===== config.mk =====
export PLATFORM = sky130hd
export DESIGN_NAME = seq_ctrl
export DESIGN_NICKNAME = d
export VERILOG_FILES = /design/src/rtl/seq_ctrl.sv
export SDC_FILE = /design/constraint.sdc
export NUM_CORES = 1
export LEC_CHECK = 0
export ABC_AREA = 1
export BUFFER_PORTS_ARGS = -buffer_cell sky130_fd_sc_hd__buf_2
export CORE_MARGIN = 3
export CORE_UTILIZATION = 50
export DETAILED_ROUTE_END_ITERATION = 8
export GPL_ROUTABILITY_DRIVEN = 0
export PLACE_DENSITY = 0.85
export SYNTH_ARGS = -nofsm -noshare
export SYNTH_HDL_FRONTEND = slang
export SYNTH_SLANG_ARGS = --single-unit

===== constraint.sdc =====
create_clock -name clk -period 2 [get_ports clk]
set_clock_uncertainty 0.1 [all_clocks]
set_input_delay 0.1 -clock clk [delete_from_list [all_inputs] [get_ports clk]]
set_output_delay 0.1 -clock clk [all_outputs]
set_load 0.02 [all_outputs]

===== src/rtl/seq_ctrl.sv =====
// seq_ctrl: program sequencer and pipeline controller (fetch PC, loop-call hardware, RAW stalls, squash, writeback enables).
// Optional operand forwarding is enabled with SEQ_CTRL_FWD_EN (adds fwd_a/fwd_b, removes RAW stalls).
module seq_ctrl #(
    parameter int AW        = 5,
    parameter int LAST_ADDR = 31
) (
    input  logic          clk,
    input  logic          reset,
    input  logic          run,
    input  logic [3:0]    dec_op,
    input  logic [2:0]    dec_rs,
    input  logic [2:0]    dec_rA,
    input  logic [2:0]    dec_rB,
    input  logic          dec_jz,
    input  logic [AW-1:0] dec_start,
    input  logic [AW-1:0] dec_end,
    output logic [AW-1:0] pc,
    output logic          ir_en,
    output logic          ex_kill,
    output logic          wb_en,
    output logic [2:0]    wb_sel,
    output logic          busy,
    output logic          halted,
`ifdef SEQ_CTRL_FWD_EN
    output logic          fwd_a,
    output logic          fwd_b,
`endif
    output logic [1:0]    dbg_state,
    output logic          dbg_loop_act
);

    localparam logic [1:0] S_IDLE   = 2'd0;
    localparam logic [1:0] S_FILL   = 2'd1;
    localparam logic [1:0] S_RUN    = 2'd2;
    localparam logic [1:0] S_HALTED = 2'd3;

    localparam logic [3:0] OP_NOP  = 4'b1000;
    localparam logic [3:0] OP_PASS = 4'b1001;
    localparam logic [3:0] OP_HALT = 4'b1111;

    logic [1:0]    state;
    logic          fill_cnt;
    logic          loop_act;
    logic [AW-1:0] ret;
    logic [AW-1:0] loop_end;
    logic [1:0]    kill_cnt;

    logic          slot_ok;
    logic          reads_a;
    logic          reads_b;
    logic          writes;
    logic          hit_a;
    logic          hit_b;
    logic          stall;
    logic          take_jz;
    logic          halt_now;
    logic          advance;
    logic [AW-1:0] pc_next;

    // Decode-slot qualification: a slot is live only in RUN once the post-jz squash window has drained.
    always_comb begin
        slot_ok  = (state == S_RUN) && (kill_cnt == 2'd0);
        reads_a  = !dec_jz && (dec_op != OP_NOP) && (dec_op != OP_HALT);
        reads_b  = reads_a && (dec_op != OP_PASS);
        writes   = reads_a;
        hit_a    = slot_ok && wb_en && reads_a && (dec_rA == wb_sel);
        hit_b    = slot_ok && wb_en && reads_b && (dec_rB == wb_sel);
        take_jz  = slot_ok && dec_jz && !loop_act;
        halt_now = slot_ok && !dec_jz && (dec_op == OP_HALT);
    end

`ifdef SEQ_CTRL_FWD_EN
    assign fwd_a = hit_a;
    assign fwd_b = hit_b;
    assign stall = 1'b0;
`else
    assign stall = hit_a || hit_b;
`endif

    // ir_en doubles as the ProgramMem read enable: when it is low the IR and the
    // memory output both hold, and the slot presented during that cycle is dropped
    // (ex_kill=1). A slot is acted on exactly when ex_kill=0.
    assign ir_en   = (state == S_FILL) || ((state == S_RUN) && !stall);
    assign ex_kill = !slot_ok || stall;
    assign busy    = (state == S_FILL) || (state == S_RUN);
    assign halted  = (state == S_HALTED);
    assign advance = (state == S_FILL) || ((state == S_RUN) && !stall && !halt_now);

    assign dbg_state    = state;
    assign dbg_loop_act = loop_act;

    always_comb begin
        pc_next = pc + AW'(1);
        if (take_jz) begin
            pc_next = dec_start;
        end else if (loop_act && (pc == loop_end)) begin
            pc_next = ret;
        end else if (pc == AW'(LAST_ADDR)) begin
            pc_next = '0;
        end
    end

    always_ff @(posedge clk or posedge reset) begin
        if (reset) begin
            state    <= S_IDLE;
            fill_cnt <= 1'b0;
            pc       <= '0;
            wb_en    <= 1'b0;
            wb_sel   <= 3'd0;
            loop_act <= 1'b0;
            ret      <= '0;
            loop_end <= '0;
            kill_cnt <= 2'd0;
        end else begin
            wb_en  <= slot_ok && !stall && writes;
            wb_sel <= dec_rs;
            if (kill_cnt != 2'd0) begin
                kill_cnt <= kill_cnt - 2'd1;
            end
            case (state)
                S_IDLE: begin
                    if (run) begin
                        state    <= S_FILL;
                        fill_cnt <= 1'b0;
                    end
                end
                S_FILL: begin
                    fill_cnt <= 1'b1;
                    if (fill_cnt) begin
                        state <= S_RUN;
                    end
                end
                S_RUN: begin
                    if (halt_now) begin
                        state <= S_HALTED;
                    end
                end
                S_HALTED: begin
                    // Restart from address 0 with any half-finished loop call forgotten.
                    if (run) begin
                        state    <= S_FILL;
                        fill_cnt <= 1'b0;
                        pc       <= '0;
                        loop_act <= 1'b0;
                        kill_cnt <= 2'd0;
                    end
                end
                default: state <= S_IDLE;
            endcase
            if (advance) begin
                pc <= pc_next;
                if (take_jz) begin
                    ret      <= pc;
                    loop_end <= dec_end;
                    loop_act <= 1'b1;
                    kill_cnt <= 2'd2;
                end else if (loop_act && (pc == loop_end)) begin
                    loop_act <= 1'b0;
                end
            end
        end
    end

endmodule


==> flow_summary.yaml <==
worst_setup_path:
  rr_worst_depth: 10
  worstPathMaxFanout: 3
  cp.required_ps: 1800
  path_class: "flip-flop to output port"
  end_kind: "output port"
  reg2reg_slack_ps: 160
  worstPathArrival_ps: 1660
  start_kind: "flip-flop"
die:
  design.core.area_mm2: 0.002853
  die_h_um: 61.46
  num_rows: 19
  start_util: 0.5390
  dieArea_mm2: 0.003777
  design.portCount: 43
  die_w_um: 61.46
sta:
  maxSlewHeadroom: 0.6987
  fmax_mhz: 538.4
  fin_crit_sh: 0.9287
  final_hold_viol_count: 0
  fin_crit_ps: 1857
  tightest_slew_ps: 450.3
  setup_slack_ps: 142.5
  maxSlewViolCount: 0
  rsz0062_at_grt: "true"
  setup-violations-final: 0
hold_path:
  hold_class: "input port to flip-flop"
  holdPathStages: 4
finish:
  final_nets: 314
  seq_area_um2: 625.6
  final_common_cell: "nand2_1"
  fillers: 235
  final_util: 0.7031
  drive_gt1_frac: 0.2250
  diodes: 0
  layoutNonFillerInstCount: 311
  area_growth_pct: 30.43
  mostFrequentLayoutCells: "nand2_1 (84), buf_2 (41), inv_1 (32), dfrtp_1 (25), dlygate4sd3_1 (15)"
  multiInputGateArea_um2: 772.0
clock_tree:
  cts_max_level: 1
  numClockSinks: 25
  clkLatencyLatePin_ps: 320
  clk_pin_slew_worst_paths_ps: 120
  cts_max_path_buffers: 2
  cts_made_buffers: 3
  root_buffer: "clkbuf_4"
  cts_tree: "yes"
grt:
  antenna_found_initial: 0
  grt.total_usage: 0.2026
  grt_pass1_wl_um: 5699
  overflow: 0
  grt_max_degree: 26
  grt_pass1_vias: 1391
placement:
  place_ws_ps: 78.41
  dp.cells: 289
  dp_hpwl_um: 2582
  io_buffers: 42
drt:
  avgViaCountPerCell: 4.929
  drt_wl_total_um: 3546
  vias: 1533
  ant_nets: 0
  drt-initial-drc-count: 75
  drt_drc_violations_left: 0
  avgRoutedWirePerCell_um: 11.40
  firstDrtPassIters: 4
run:
  maxCapViolCount: 0
yosys:
  synth.cell_area_mm2: 0.001538
  synth_largest_area_cell: "dfrtp_1"
  yosysTopAreaCellShare: 0.4068
  ys_types: 23
  synthCells: 216
  syn_area_per_cell_um2: 7.119
  ys_warn_count: 0
  yosys-top-cells-area: "dfrtp_1 (41%), nand2_1 (21%), inv_1 (8.1%)"
  synth-seq-area-share: 0.4068
  synth.ff_latch_count: 25
  syn-num-nets: 249
run_status:
  status: "finished, final reports clean"
power_and_ir_drop:
  pwr_density_cell_mw_per_mm2: 1286
  ir_drop_uv: 695.8
  power_leakage_uw: 0.001138
  power.total_uw: 2580
sequential cells by signal, summed over array words and instances (netlist names):
name          cells
loop_end          5
fill_cnt          1
kill_cnt          2
pc                5
ret               5
wb_en             1
dbg_loop_act      1
dbg_state         2
wb_sel            3
cells by family after synthesis:
group | Yosys count | share of synthesized area
AND/OR/NAND/NOR | 127 | 0.3727
buffers and inverters | 38 | 0.09926
flip-flops | 25 | 0.4068
AO/OA/AOI/OAI | 18 | 0.06103
adder cells (fa/ha/maj) | 6 | 0.04882
XOR/XNOR | 2 | 0.01139
final cells by class:
class,instances,area share
repair buffers,63,0.2052
flip-flops and latches,25,0.3119
inverters,35,0.06550
well taps,31,0.01934
clock buffers,4,0.01310
multi-input cells,153,0.3849
layer usage:
metal | vias up | share of wire | GRT usage
met5 | - | 0 | 0
li1 | 806 | - | -
met2 | 58 | 0.48 | 0.3384
met4 | 0 | 0.011 | 0.07273
met1 | 664 | 0.45 | 0.2589
met3 | 5 | 0.062 | 0.04403
per-stage QoR:
| step | TNS [ps] | hold WS [ps] | instance area, um2 |
|---|---|---|---|
| after CTS | 0 | 3.111 | 1979 |
| after floorplan | 0 | 27.32 | 1538 |
| after global placement | 0 | 65.44 | 1788 |
| after detailed placement | 0 | 61.35 | 1788 |
| after global routing | -13.08 | 12.13 | 2006 |
| final | 0 | 1.591 | 2006 |
synthesized netlist by cell type:
library cell	n
nor2_2	3
nand2_1	84
o21ai_0	13
dfrtp_1	25
inv_1	33
clkinv_1	1
a21oi_1	2
nand4_1	11
nand3_1	11
inv_2	1
nor2_1	11
o2bb2ai_1	1
buf_2	1
o21ai_1	2
or2_2	1
clkbuf_2	1
ha_1	6
nor3b_4	1
nor3b_1	1
nand3_2	3
nand2_4	1
buf_6	1
xnor2_1	2
where the power goes:
group          total, uW  switching, uW  internal [uW]
clock                220            142           78.1
sequential           859            164            695
combinational       1500            929            571
total               2580           1240           1340
worst paths after layout:
path	from	to
max	dbg_state[0]$_DFFE_PP0P_	ir_en
min	dec_op[3]	wb_en$_DFF_PP0_
max reg2reg	dbg_state[0]$_DFFE_PP0P_	pc[3]$_DFFE_PP0P_
min reg2reg	ret[1]$_DFFE_PP0P_	ret[1]$_DFFE_PP0P_
max in group asynchronous	reset	loop_end[4]$_DFFE_PP0P_
min in group asynchronous	reset	ret[0]$_DFFE_PP0P_
critical path: stages, from the launching register on:
cell and delay (ps):
dfrtp_1 420, inv_2 80, ha_4 130, nor3b_4 180, nand2_1 70, nor2_1 80, nand2_1 100, nand2_1 80
nand2_1 60, buf_6 130
what timing repair did:
action,in CTS,in global routing
hold buffers,15,0
pin swaps,0,4
setup buffers,2,1
endpoints found under the hold margin,39,0
resized for setup,0,5
setup endpoints to repair,2,10
Note: power is estimated with default switching activity, not from simulation.
